File: src/rtl/btn_req_capture4.sv
// btn_req_capture4
// ----------------
// Front end for a 4-input priority encoder. Each raw, asynchronous, bouncy
// button or request input is synchronised, debounced, and turned from a
// press edge into a sticky pending request line. The request stays up until
// the consumer acknowledges it by handing back the 2-bit code the encoder
// produced for that line.
//
// Ports
//   clk        in   system clock, rising edge
//   rst_n      in   asynchronous active-low reset, synchronous release expected
//   btn_in     in   [3:0] raw active-high inputs; bit i feeds a<i>
//   ack        in   one-cycle pulse: request {ack_y0, ack_y1} has been taken
//   ack_y0     in   MSB of the acknowledged code
//   ack_y1     in   LSB of the acknowledged code
//   a0..a3     out  registered pending-request lines (a3 highest priority downstream)
//   pending    out  registered OR of a0..a3
//   dup_press  out  one-cycle pulse: a press arrived on an already-pending line
//
// Parameters
//   DEBOUNCE_CYCLES  cycles a synchronised input must disagree with its
//                    debounced state before that state flips (1..65535)
//   CNT_W            debounce counter width, 2**CNT_W > DEBOUNCE_CYCLES

module btn_req_capture4 #(
  parameter int DEBOUNCE_CYCLES = 16,
  parameter int CNT_W           = 16
) (
  input  logic       clk,
  input  logic       rst_n,
  input  logic [3:0] btn_in,
  input  logic       ack,
  input  logic       ack_y0,
  input  logic       ack_y1,
  output logic       a0,
  output logic       a1,
  output logic       a2,
  output logic       a3,
  output logic       pending,
  output logic       dup_press
);

  localparam logic [CNT_W-1:0] CNT_TC = CNT_W'(DEBOUNCE_CYCLES - 1);

  // Two-flop synchroniser per input bit.
  logic [3:0] sync1_q;
  logic [3:0] sync2_q;

  // Debounced level, its one-cycle delayed copy, and per-bit counters.
  logic [3:0]       deb_q;
  logic [3:0]       deb_d;
  logic [3:0]       deb_dly_q;
  logic [CNT_W-1:0] cnt_q [4];
  logic [CNT_W-1:0] cnt_d [4];

  // Request lines and derived outputs.
  logic [3:0] a_q;
  logic [3:0] a_d;
  logic       pending_q;
  logic       pending_d;
  logic       dup_q;
  logic       dup_d;

  logic [3:0] rise;
  logic [1:0] ack_idx;
  logic [3:0] ack_hit;

  // ---------------------------------------------------------------------------
  // Synchroniser
  // ---------------------------------------------------------------------------
  always_ff @(posedge clk or negedge rst_n) begin
    if (!rst_n) begin
      sync1_q <= 4'b0000;
      sync2_q <= 4'b0000;
    end else begin
      sync1_q <= btn_in;
      sync2_q <= sync1_q;
    end
  end

  // ---------------------------------------------------------------------------
  // Debounce: the counter only runs while the synchronised input disagrees
  // with the debounced level, so any disagreement shorter than
  // DEBOUNCE_CYCLES consecutive cycles restarts it from zero. Press and
  // release are treated identically.
  // ---------------------------------------------------------------------------
  always_comb begin
    deb_d = deb_q;
    for (int i = 0; i < 4; i++) begin
      cnt_d[i] = cnt_q[i];
      if (sync2_q[i] == deb_q[i]) begin
        cnt_d[i] = '0;
      end else if (cnt_q[i] == CNT_TC) begin
        deb_d[i] = sync2_q[i];
        cnt_d[i] = '0;
      end else begin
        cnt_d[i] = cnt_q[i] + 1'b1;
      end
    end
  end

  always_ff @(posedge clk or negedge rst_n) begin
    if (!rst_n) begin
      deb_q     <= 4'b0000;
      deb_dly_q <= 4'b0000;
      for (int i = 0; i < 4; i++) begin
        cnt_q[i] <= '0;
      end
    end else begin
      deb_q     <= deb_d;
      deb_dly_q <= deb_q;
      for (int i = 0; i < 4; i++) begin
        cnt_q[i] <= cnt_d[i];
      end
    end
  end

  // ---------------------------------------------------------------------------
  // Press detection and request bookkeeping
  // ---------------------------------------------------------------------------
  assign rise    = deb_q & ~deb_dly_q;
  assign ack_idx = {ack_y0, ack_y1};

  always_comb begin
    ack_hit = 4'b0000;
    if (ack) begin
      ack_hit[ack_idx] = 1'b1;
    end
  end

  // A press that lands in the same cycle as the ack for its own line wins:
  // the consumer acked the old request, the new press is a fresh one.
  always_comb begin
    a_d       = (a_q & ~ack_hit) | rise;
    pending_d = |a_d;
    dup_d     = |(rise & a_q);
  end

  always_ff @(posedge clk or negedge rst_n) begin
    if (!rst_n) begin
      a_q       <= 4'b0000;
      pending_q <= 1'b0;
      dup_q     <= 1'b0;
    end else begin
      a_q       <= a_d;
      pending_q <= pending_d;
      dup_q     <= dup_d;
    end
  end

  assign a0        = a_q[0];
  assign a1        = a_q[1];
  assign a2        = a_q[2];
  assign a3        = a_q[3];
  assign pending   = pending_q;
  assign dup_press = dup_q;

endmodule

File: config.mk
export PLATFORM = sky130hd
export DESIGN_NAME = btn_req_capture4
export DESIGN_NICKNAME = d
export VERILOG_FILES = /design/src/rtl/btn_req_capture4.sv
export SDC_FILE = /design/constraint.sdc
export NUM_CORES = 1
export LEC_CHECK = 0
export ABC_AREA = 1
export CAP_MARGIN = 20
export CORE_ASPECT_RATIO = 0.9
export CORE_MARGIN = 2
export CORE_UTILIZATION = 50
export CTS_CLUSTER_SIZE = 24
export DETAILED_ROUTE_END_ITERATION = 10
export PLACE_DENSITY = 0.7
export SLEW_MARGIN = 20
export SYNTH_ARGS = -nofsm -noshare
export SYNTH_HDL_FRONTEND = slang
export SYNTH_SLANG_ARGS = --single-unit
File: constraint.sdc
create_clock -name clk -period 1.3 [get_ports clk]
set_clock_uncertainty 0.15 [all_clocks]
set_input_delay 0.13 -clock clk [delete_from_list [all_inputs] [get_ports clk]]
set_output_delay 0.13 -clock clk [all_outputs]
set_load 0.005 [all_outputs]
# Word level (Yosys, flattened, before mapping)
# Cells that the tools add are included.
op_classes:
  n_mux: 11
  reduce_logical: 7
  add_sub_neg: 4
  order_cmp: 2
  eq_ne: 8
  bitwise: 10
op_table:
  columns: ["operator", "n"]
  rows:
  - ["16-bit 2-to-1 mux", 8]
  - ["16-bit by 1-bit adder with 16-bit output, second input constant", 4]
  - ["16-bit by 4-bit == test with 1-bit output, second input constant", 4]
  - ["4-bit bitwise AND", 3]
  - ["4-bit inverter", 2]
  - ["2-bit AND reduction", 4]
  - ["4-bit OR reduction", 2]
  - ["1-bit == test", 4]
  - ["4-bit 2-to-1 mux", 1]
  - ["1-bit inverter", 4]
  - ["4-bit OR", 1]
  - ["2-bit by 3-bit < comparator with 1-bit output, second input constant", 1]
  - ["1-bit demux with 2-bit select", 1]
  - ["2-bit by 1-bit greater-or-equal comparator with 1-bit output, second input constant", 1]
  - ["1-bit logical AND", 1]
  - ["1-bit 2-to-1 mux", 1]
totals:
  output_inout_bits: 6
  input_bits: 9
  elab_cells: 56
  regBits: 86

# Depth between registers and ports, before layout
# Gate-level depths: netlist of run 1.
depth:
  ltp_word: 9
  depth_mapped: 8
  mapped_depth_nobuf: 8

# Worst setup path after synthesis of run 1
# Ideal clock, no wire load.
synth_timing:
  kind: "register to register"
  startpoint: "register cnt_q[32] (netlist name)"
  endpoint: "register cnt_q[40] (netlist name)"
  arrival_time_ns: 1.103
  stages_incl_launch_ff: 7
  setup_ns: 0.122
  slack_ns: -0.075
  n_path_buf: 0
  required_time_ns: 1.028
  period_less_slack_ns: 1.375
  cell_sequence: "dfrtp_1 > ha_1 > nand3_1 > inv_1 > nand2_1 > xor2_1 > nor2_1"
synth_lines:
  columns: ["element", "line_no", "text"]
  rows:
  - ["start, declared", "53", "logic [CNT_W-1:0] cnt_q [4];"]
  - ["start signal, assigned by index", "113", "cnt_q[i] <= cnt_d[i];"]

==> impl_results.md, run 1 <==
* Pins Over Slew Limit at 0
* Depth of the CTS H-tree at 3
* DIE AREA at about 9400 µm²
* Yosys warns at 0
* Relative slew slack at between 70% and 80%
* # clock sinks at 86
* I/O pin cnt at 15
* LEAKAGE at between 2 and 3 nW
* Count of cell types in the netlist at 22
* Clk Latency, worst-skew pair at approximately 0.35 ns
* Die H at 92.3 µm
* RSZ-0062 raised after global routing: yes
* Area grow syn2layout at 44.2%
* Reg area at between 2000 and 2500 µm²
* CTS Buffer Depth at 2
* Antenna diode count at 0
* Hold Path End: sync1_q[3]
* Detailed Route Iter0 Violations at roughly 170
* Met1 Wirelength at 4700 µm
* Commonest cells after routing, fill and taps aside: 110 x nand2_1, 85 x nor2_1, 78 x buf_4
* Multi-input gate area at 2600 µm²
* Area leader, netlist: dfrtp_1
* Worst r2r src: cnt_q[32]
* Tmin final at between 1 and 1.5 ns
* Post-route ant nets at 0
* Worst hold path type: in -> reg
* Post-route core utilization at 73.6%
* Failing checks: setup timing
* DR WL met3 at about 450 µm
* Final Cycle Share at 113%
* Wire length per cell at between 10 and 15 µm
* Cell Pwr Density at ~770 nW/µm²
* Worst Path Required at approximately 1.4 ns
* Num CTS Buffers at 9
* HP Start: btn_in[3]
* Aggregate routed wire length at around 12,000 µm
* I/O Buffers at 14
* Ranking of synthesized cells by area: dfrtp_1 50%, nand2_1 13%, nor2_1 12%
* Crit path max fanout at 4
* DRT Pass-1 Iters at 4
* Seq cells post-synth at 86
* Layout Cells excl Fill at ~800
* Worst Setup End Kind: flop
* Nets at ~700
* Maxcap violations at 0
* Grt total ovfl at 0
* Total Neg Setup Slack at -3.43 ns
* Worst R2R Path Depth at 6
* Worst setup path category: reg -> reg
* Placed cells at 744
* Tot GR Track Use at 22.8%
* Sequential area share after synthesis at about half
* Clock root buffer: clkbuf_8
* Met2 WL at around 6200 µm
* Hold Slack at between 0.06 and 0.07 ns
* Hpwl dp at ~6800 µm
* Critical Path Source Type: flop
* Num rows at 32
* Commonest non-fill, non-tap cell in the layout: nand2_1
* DR vias/cell at 5.12
* Final setup margin at -0.164 ns
* Post-Synthesis Cells at around 560
* Hold Vio Cnt, Final at 0
* Largest net degree at the start of global routing at 40
* Clock transition at the registers of the reported paths at around 0.090 ns
* First-pass GRT wire length at ~17,000 µm
* Mapped cell area at 4330 µm²
* Flop2flop setup slack at -0.16 ns
* Worst Max-Slew Pin Slew at roughly 0.35 ns
* Fmax at around 680 MHz
* FF-to-FF End: cnt_q[40]
* Highest metal used: met4
* Core Box Area at between 8000 and 9000 µm²
* Initial Utilization at 51.0%
* Synth top area share at roughly half
* CP arrival at approximately 1.6 ns
* Detailed-route DRC error count at 0
* Maximum vdd drop at ~0.57 mV
* Worst hold stages at 1
* Setup violators final at 52
* Syn_nets at 571
* Status: finished, violations left
* CTS tree: done
* Via count at around 4,100
* Synth Area per Inst at approximately 7.8 µm²
* Initial antenna violation count at 0
* Fillers at 585
* RD Place Congestion at a little over 0.9
* Ratio of cells with drive above 1 in the final layout at a little over two fifths
* DIE WIDTH at 102 µm
* Vias in the first global route at roughly 4,000
report_power, final:
group / internal [mW] / switching, mW / total [mW]
Clock: 0.723 / 0.918 / 1.64
Combinational: 0.180 / 0.201 / 0.381
Sequential: 2.72 / 0.0610 / 2.78
layer usage:
metal / track usage, % / vias to the layer above
met5: 0 / -
met4: 6.56 / 0
met1: 28.6 / 1967
met3: 5.26 / 24
met2: 39.0 / 98
li1: - / 1985
cell families after synthesis:
group / share of synthesized area, %
AO/OA/AOI/OAI: 3.18
XOR/XNOR: 4.04
adder cells (fa/ha/maj): 1.16
buffers and inverters: 5.40
flip-flops: 49.7
AND/OR/NAND/NOR: 36.5
synthesized netlist by cell type (all sizes together):
master / count
a21oi: 4
buf: 4
dfrtp: 86
ha: 4
inv: 57
nand2: 155
nand3: 30
nand4: 24
nor2: 143
nor3: 5
nor3b: 5
o21ai: 16
o21bai: 5
xnor2: 4
xor2: 16
metrics by stage:
step / setup slack, ns / power [mW] / cell area, µm²
after floorplan: -0.0269 / 2.92 / 4410
after global placement: -0.0928 / 3.09 / 5120
after detailed placement: -0.142 / 3.10 / 5120
after CTS: -0.0846 / 4.77 / 5660
after global routing: -0.204 / 5.00 / 6240
final: -0.164 / 4.80 / 6240
timing repair:
action | in CTS | in global routing
setup buffers | 16 | 20
hold buffers | 1 | 0
setup endpoints to repair | 66 | 71
endpoints found under the hold margin | 86 | 0
resized for setup | 83 | 134
pin swaps | 31 | 54
gates cloned | 0 | 1
area by class of cell:
class	instances	share of cell area, %
clock buffers	12	2.32
clock inverters	2	0.160
inverters	57	3.75
multi-input cells	411	41.6
flip-flops and latches	86	34.9
well taps	119	2.38
repair buffers	107	14.7
repair inverters	1	0.120
registers in the layout, summed over array words and instances (netlist names):
register   flops
cnt_q         64
a_q            4
deb_dly_q      4
deb_q          4
sync1_q        4
sync2_q        4
dup_press      1
pending        1
worst max-delay path, stage by stage (launching register included):
cell,delay [ns]
dfrtp_1,0.44
ha_4,0.18
nand3_4,0.13
inv_4,0.12
nand2_4,0.05
xor2_1,0.20
nor2_1,0.08
worst max path at each step:
stage	startpoint	to	slack [ns]	cells after the start
2_1_floorplan	cnt_q[32]	cnt_q[40]	-0.03	6
3_3_place_gp	cnt_q[48]	cnt_q[61]	-0.09	6
4_1_cts	cnt_q[17]	cnt_q[26]	-0.08	8
3_5_place_dp	cnt_q[48]	cnt_q[61]	-0.14	6
6_report	cnt_q[32]	cnt_q[40]	-0.16	6
5_1_grt	cnt_q[49]	cnt_q[58]	-0.20	8
(Power assumes the default switching activity.)
==> run 2, diff against run 1 <==
--- a/config.mk
+++ b/config.mk
@@ -13,7 +13,6 @@
 export CTS_CLUSTER_SIZE = 24
 export DETAILED_ROUTE_END_ITERATION = 10
 export PLACE_DENSITY = 0.7
-export SLEW_MARGIN = 20
 export SYNTH_ARGS = -nofsm -noshare
 export SYNTH_HDL_FRONTEND = slang
 export SYNTH_SLANG_ARGS = --single-unit
==> results of run 2 <==
No change in the layout: final DEF, timing and power equal those of run 1.
==> run 3, diff against run 2 <==
--- a/config.mk
+++ b/config.mk
@@ -9,10 +9,11 @@
 export CAP_MARGIN = 20
 export CORE_ASPECT_RATIO = 0.9
 export CORE_MARGIN = 2
-export CORE_UTILIZATION = 50
+export CORE_UTILIZATION = 55
 export CTS_CLUSTER_SIZE = 24
 export DETAILED_ROUTE_END_ITERATION = 10
-export PLACE_DENSITY = 0.7
+export PLACE_DENSITY = 0.76
+export SETUP_SLACK_MARGIN = 0.05
 export SYNTH_ARGS = -nofsm -noshare
 export SYNTH_HDL_FRONTEND = slang
 export SYNTH_SLANG_ARGS = --single-unit
==> impl_results.md, run 3 (same netlist as run 1, synthesis figures left out) <==
* I/O Buffers at 14
* Via count at ~4,300
* Ratio of cells with drive above 1 in the final layout at between 40% and 50%
* Failing checks: setup timing
* Worst Setup End Kind: flop
* Layout Cells excl Fill at a little under 800
* Maxcap violations at 0
* DIE AREA at between 8000 and 9000 µm²
* DRT Pass-1 Iters at 4
* Reg with most FFs: cnt_q
* Aggregate routed wire length at ~13,000 µm
* I/O pin cnt at 15
* Crit path max fanout at 4
* Area grow syn2layout at 46.8%
* CP arrival at 1.54 ns
* Power Internal at 4.04 mW
* Tmin final at between 1 and 1.5 ns
* Num rows at 30
* Hpwl dp at just under 7000 µm
* LEAKAGE at between 2 and 3 nW
* DP Worst Slack at -0.147 ns
* Gate power share at under 10%
* Final setup margin at -0.132 ns
* Critical Path Source Type: flop
* Placed cells at roughly 700
* Tot GR Track Use at 26.1%
* Largest net degree at the start of global routing at 31
* Antenna diode count at 0
* Nets at roughly 690
* CTS tree: done
* Clock root buffer: clkbuf_8
* Clk Latency, worst-skew pair at 0.37 ns
* Grt total ovfl at 0
* Largest register FFs at 64
* Switching share of power at 24.3%
* Worst Max-Slew Pin Slew at ~0.30 ns
* Worst setup path category: reg -> reg
* Die H at around 88 µm
* Cell Pwr Density at 840 nW/µm²
* First-pass GRT wire length at about 18,000 µm
* Status: finished, violations left
* RD Place Congestion at just under 0.9
* Clock transition at the registers of the reported paths at 0.09 ns
* Clock share of power at around 40%
* RSZ-0062 raised after global routing: yes
* Initial Utilization at roughly 57%
* Fillers at slightly above 400
* Commonest non-fill, non-tap cell in the layout: nand2_1
* # clock sinks at 86
* Reg area at 2180 µm²
* Setup violators final at 56
* Wire length per cell at around 17 µm
* Vias in the first global route at 4,038
* Commonest cells after routing, fill and taps aside: 104 x nand2_1, 81 x nor2_1, 81 x buf_4
* Pins Over Slew Limit at 0
* Post-route ant nets at 0
* Detailed-route DRC error count at 0
* Worst hold path type: in -> async
* DR vias/cell at ~5.6
* DIE WIDTH at roughly 100 µm
* Relative slew slack at about 80%
* Detailed Route Iter0 Violations at 220
* Seq pwr share at 52.2%
* Worst Path Required at 1.41 ns
* CTS Buffer Depth at 2
* Hold Vio Cnt, Final at 0
* Maximum vdd drop at around 0.86 mV
* Final Cycle Share at 110%
* Fmax at around 700 MHz
* Num CTS Buffers at 9
* Core Box Area at approximately 7600 µm²
* Multi-input gate area at 2650 µm²
* Initial antenna violation count at 0
* Depth of the CTS H-tree at 3
* Sw Pwr at between 1 and 1.5 mW
[run 3: cell types whose count changed in the layout (fill, tap and decap cells not counted), sizes merged]
cell,before,now
buf,93,104
bufinv,0,2
clkbuf,12,11
clkdlybuf4s15,6,0
clkinvlp,1,3
[run 3: layout make-up]
cell class              instances  share of cell area [%]
multi-input cells             411                    41.7
flip-flops and latches         86                    34.3
repair buffers                113                    14.9
inverters                      57                    3.64
clock buffers                  10                    2.17
well taps                      96                    1.89
clock inverters                 6                    1.34
repair inverters                1                   0.118
[run 3: routing by layer]
| metal | vias to the layer above | wire length [µm] | GRT usage, % |
|---|---|---|---|
| met5 | - | 0 | 0 |
| met2 | 176 | 6870 | 48.0 |
| met4 | 0 | 576 | 9.09 |
| li1 | 1990 | - | - |
| met3 | 57 | 755 | 5.43 |
| met1 | 2126 | 5140 | 30.8 |
[run 3: power groups by stage]
stage | Sequential (mW) | Clock [mW] | Combinational [mW]
floorplan | 2.82 | 0 | 0.109
detailed placement | 2.82 | 0 | 0.301
global placement | 2.82 | 0 | 0.288
global route | 2.79 | 2.24 | 0.457
CTS | 2.77 | 2.15 | 0.340
finish | 2.79 | 2.14 | 0.417
[run 3: repair_timing]
| action | 4_1_cts | 5_1_grt |
|---|---|---|
| hold buffers | 1 | 0 |
| setup buffers | 26 | 18 |
| gates cloned | 0 | 1 |
| pin swaps | 61 | 61 |
| resized for setup | 106 | 126 |
| endpoints found under the hold margin | 86 | 0 |
| setup endpoints to repair | 73 | 68 |
[run 3: path summary, 6_finish.rpt]
kind,end,cells past startpoint,startpoint,slack (ns)
max,cnt_q[36],6,cnt_q[33],-0.13
min,cnt_q[12],2,rst_n,0.03
max reg2reg,cnt_q[36],6,cnt_q[33],-0.13
min reg2reg,sync2_q[1],0,sync1_q[1],0.21
max in group asynchronous,cnt_q[16],3,rst_n,0.46
min in group clk,sync1_q[3],1,btn_in[3],0.06
[run 3: worst max-delay path: stages, from the launching register on]
cell	delay [ns]
dfrtp_1	0.43
ha_4	0.19
nand3_4	0.14
nor2_4	0.17
nand2_2	0.09
nand2_4	0.10
nor2_1	0.05
[run 3: stage by stage]
step | util, % | hold slack (ns) | cell area [µm²] | power (mW) | setup TNS [ns]
2_1_floorplan | - | -0.316 | 4450 | 2.93 | -0.00527
3_3_place_gp | 67.8 | -0.120 | 5140 | 3.11 | -0.632
3_5_place_dp | 67.8 | -0.115 | 5140 | 3.13 | -2.59
4_1_cts | 76.4 | 0.0403 | 5790 | 5.26 | -0.753
5_1_grt | 83.8 | 0.0452 | 6360 | 5.49 | -7.04
6_report | 83.8 | 0.0276 | 6360 | 5.34 | -3.62
==> RTL edit, RTL diff (config.mk and constraints of run 1) <==
Reset style: synchronous (`rst_n`), changed in 3 clocked blocks. Comments in the files are not updated.
--- a/src/rtl/btn_req_capture4.sv
+++ b/src/rtl/btn_req_capture4.sv
@@ -68,7 +68,7 @@
   // ---------------------------------------------------------------------------
   // Synchroniser
   // ---------------------------------------------------------------------------
-  always_ff @(posedge clk or negedge rst_n) begin
+  always_ff @(posedge clk) begin
     if (!rst_n) begin
       sync1_q <= 4'b0000;
       sync2_q <= 4'b0000;
@@ -99,7 +99,7 @@
     end
   end
 
-  always_ff @(posedge clk or negedge rst_n) begin
+  always_ff @(posedge clk) begin
     if (!rst_n) begin
       deb_q     <= 4'b0000;
       deb_dly_q <= 4'b0000;
@@ -136,7 +136,7 @@
     dup_d     = |(rise & a_q);
   end
 
-  always_ff @(posedge clk or negedge rst_n) begin
+  always_ff @(posedge clk) begin
     if (!rst_n) begin
       a_q       <= 4'b0000;
       pending_q <= 1'b0;
Formal check against the unedited RTL: same outputs for any inputs over 10 cycles, from zero or initial values and one cycle with rst_n low; that may be too few to reach the edited logic, so the function may still have changed.
==> RTL edit against run 1 <==
- the run still ends with negative setup slack left
- setup slack better by 0.012 ns
- final cell count fell by 1.3%
- final area decreased by 6.9%
- synthesized area is 7.0% lower
- sequential cell count unchanged
- wire length down 13%
Power is not compared: it rests on default switching activity, and its combinational part moved more than twofold at a synthesized area within 25%.
==> RTL edit: results (changes against run 1) <==
** Run status
- Status :: finished, violations left
- Violated checks :: negative setup slack

** STA
- The final number of setup-violating endpoints was 68 (+31%).
- Post-route worst setup slack :: -0.1515 ns (+0.01245 ns)
- The relative max-transition margin was 78.55% (+2.2 points).
- The worst hold slack came to 0.1525 ns (+0.08584 ns).

** Global routing
- The pin count of the biggest net entering global routing was 15 (-63%).
- The total routing usage reported by global routing was 22.55% (-0.23 points).
- The number of global-route vias before repair is 3747 (-6.0%).
- The first-pass GRT wire length was 16290 µm (-5.0%).

** Setup path
- Broken down by cell family, the worst path's largest delay share belongs to simple AND/OR/NAND/NOR gates.
- Highest-delay cell along the critical path :: dfxtp_2
- The worst stage delay on the critical path was 0.37 ns (-0.07 ns).

** Yosys
- Synth cell types :: 27 (+23%)
- Post-synth net total :: 572 (+0.18%)
- Dominant cells by area after synthesis :: dfxtp_1 43%, nand2_1 12%, nor2_1 9.6%
- Most numerous cell types in the synthesized netlist :: 128 x nand2_1, 103 x nor2_1, 86 x dfxtp_1, 68 x inv_1, 38 x nand3_1

** Placed design
- Sum of net half-perimeters after detailed placement :: 6073 µm (-10%)

** Drt
- 1st-pass router iterations :: 5 (+1)
- The average routed wire per standard cell is 12.90 µm (-12%).
- The first-iteration detailed-routing DRC count is 182 (+8.3%).
- Post-DR vias/cell :: 5.056 (-1.3%)

** Layout
- Nets :: 694 (+1.2%)

** Min path
- End point of the worst hold path :: sync1_q[1]
- Critical hold path startpoint :: btn_in[1]
==> RTL edit: routing by layer <==
metal	wire length, µm	share of wire [%]	GRT usage [%]	up-vias
li1	-	-	-	2016
met1	4460	44	27.50	1879
met2	5238	52	40.63	68
met3	385	3.8	5.473	6
met4	46	0.45	5.729	0
met5	0	0	0	-
==> RTL edit: metrics by stage <==
step                util [%]  cells  power [mW]  instance area (µm²)
floorplan                  -    559       2.774                 4096
global placement       62.56    752       2.818                 4950
detailed placement     62.56    752       2.822                 4950
CTS                    70.83    783       4.981                 5604
global route           73.47    785       5.147                 5813
finish                 73.47    785       4.967                 5813
==> RTL edit: logic make-up after synthesis <==
group	count (synthesis)	synth area share, %
compound gates	37	4.879
xor+xnor	31	6.743
fa+ha+maj	4	1.243
buf+inv	74	7.738
flops	86	42.76
simple gates	327	36.64
==> RTL edit: worst max-delay path by stage <==
stage,from,to,slack (ns)
2_1_floorplan,cnt_q[0][1],cnt_q[0][2],-0.07
3_3_place_gp,rst_n,cnt_q[0][12],-0.38
3_5_place_dp,rst_n,cnt_q[0][3],-0.41
4_1_cts,cnt_q[2][0],cnt_q[2][15],-0.1
5_1_grt,cnt_q[1][1],cnt_q[1][15],-0.19
6_report,cnt_q[1][1],cnt_q[1][15],-0.15
==> RTL edit: power by group through the flow <==
stage | logic (mW) | registers (mW) | clock network, mW
finish | 0.145 | 2.65 | 2.17
global route | 0.160 | 2.66 | 2.33
CTS | 0.132 | 2.65 | 2.20
detailed placement | 0.104 | 2.72 | 0
floorplan | 0.0572 | 2.72 | 0
global placement | 0.101 | 2.72 | 0
==> RTL edit: layout make-up <==
cell class	instances	area (µm²)	share of cell area, %
inverter	68	255.2	4.391
timing repair buffer	113	889.6	15.30
sequential	86	1759	30.26
clock inverter	5	81.33	1.399
multi-input combinational	403	2552	43.91
tap	99	123.9	2.131
clock buffer	11	151.4	2.604
==> RTL edit: timing repair <==
item / 4_1_cts / 5_1_grt
pin swaps: 27 / 11
gates resized for setup: 88 / 61
cloned: 4 / 0
setup endpoints to repair: 74 / 70
setup buffers: 11 / 2
==> RTL edit: worst reg2reg max path: stages (launching register included) <==
cell and delay, ns:
dfxtp_2 0.37, ha_4 0.16, nand4_1 0.14, nor2_2 0.21, nand2_4 0.13, nand2_8 0.14
nor2_1 0.05
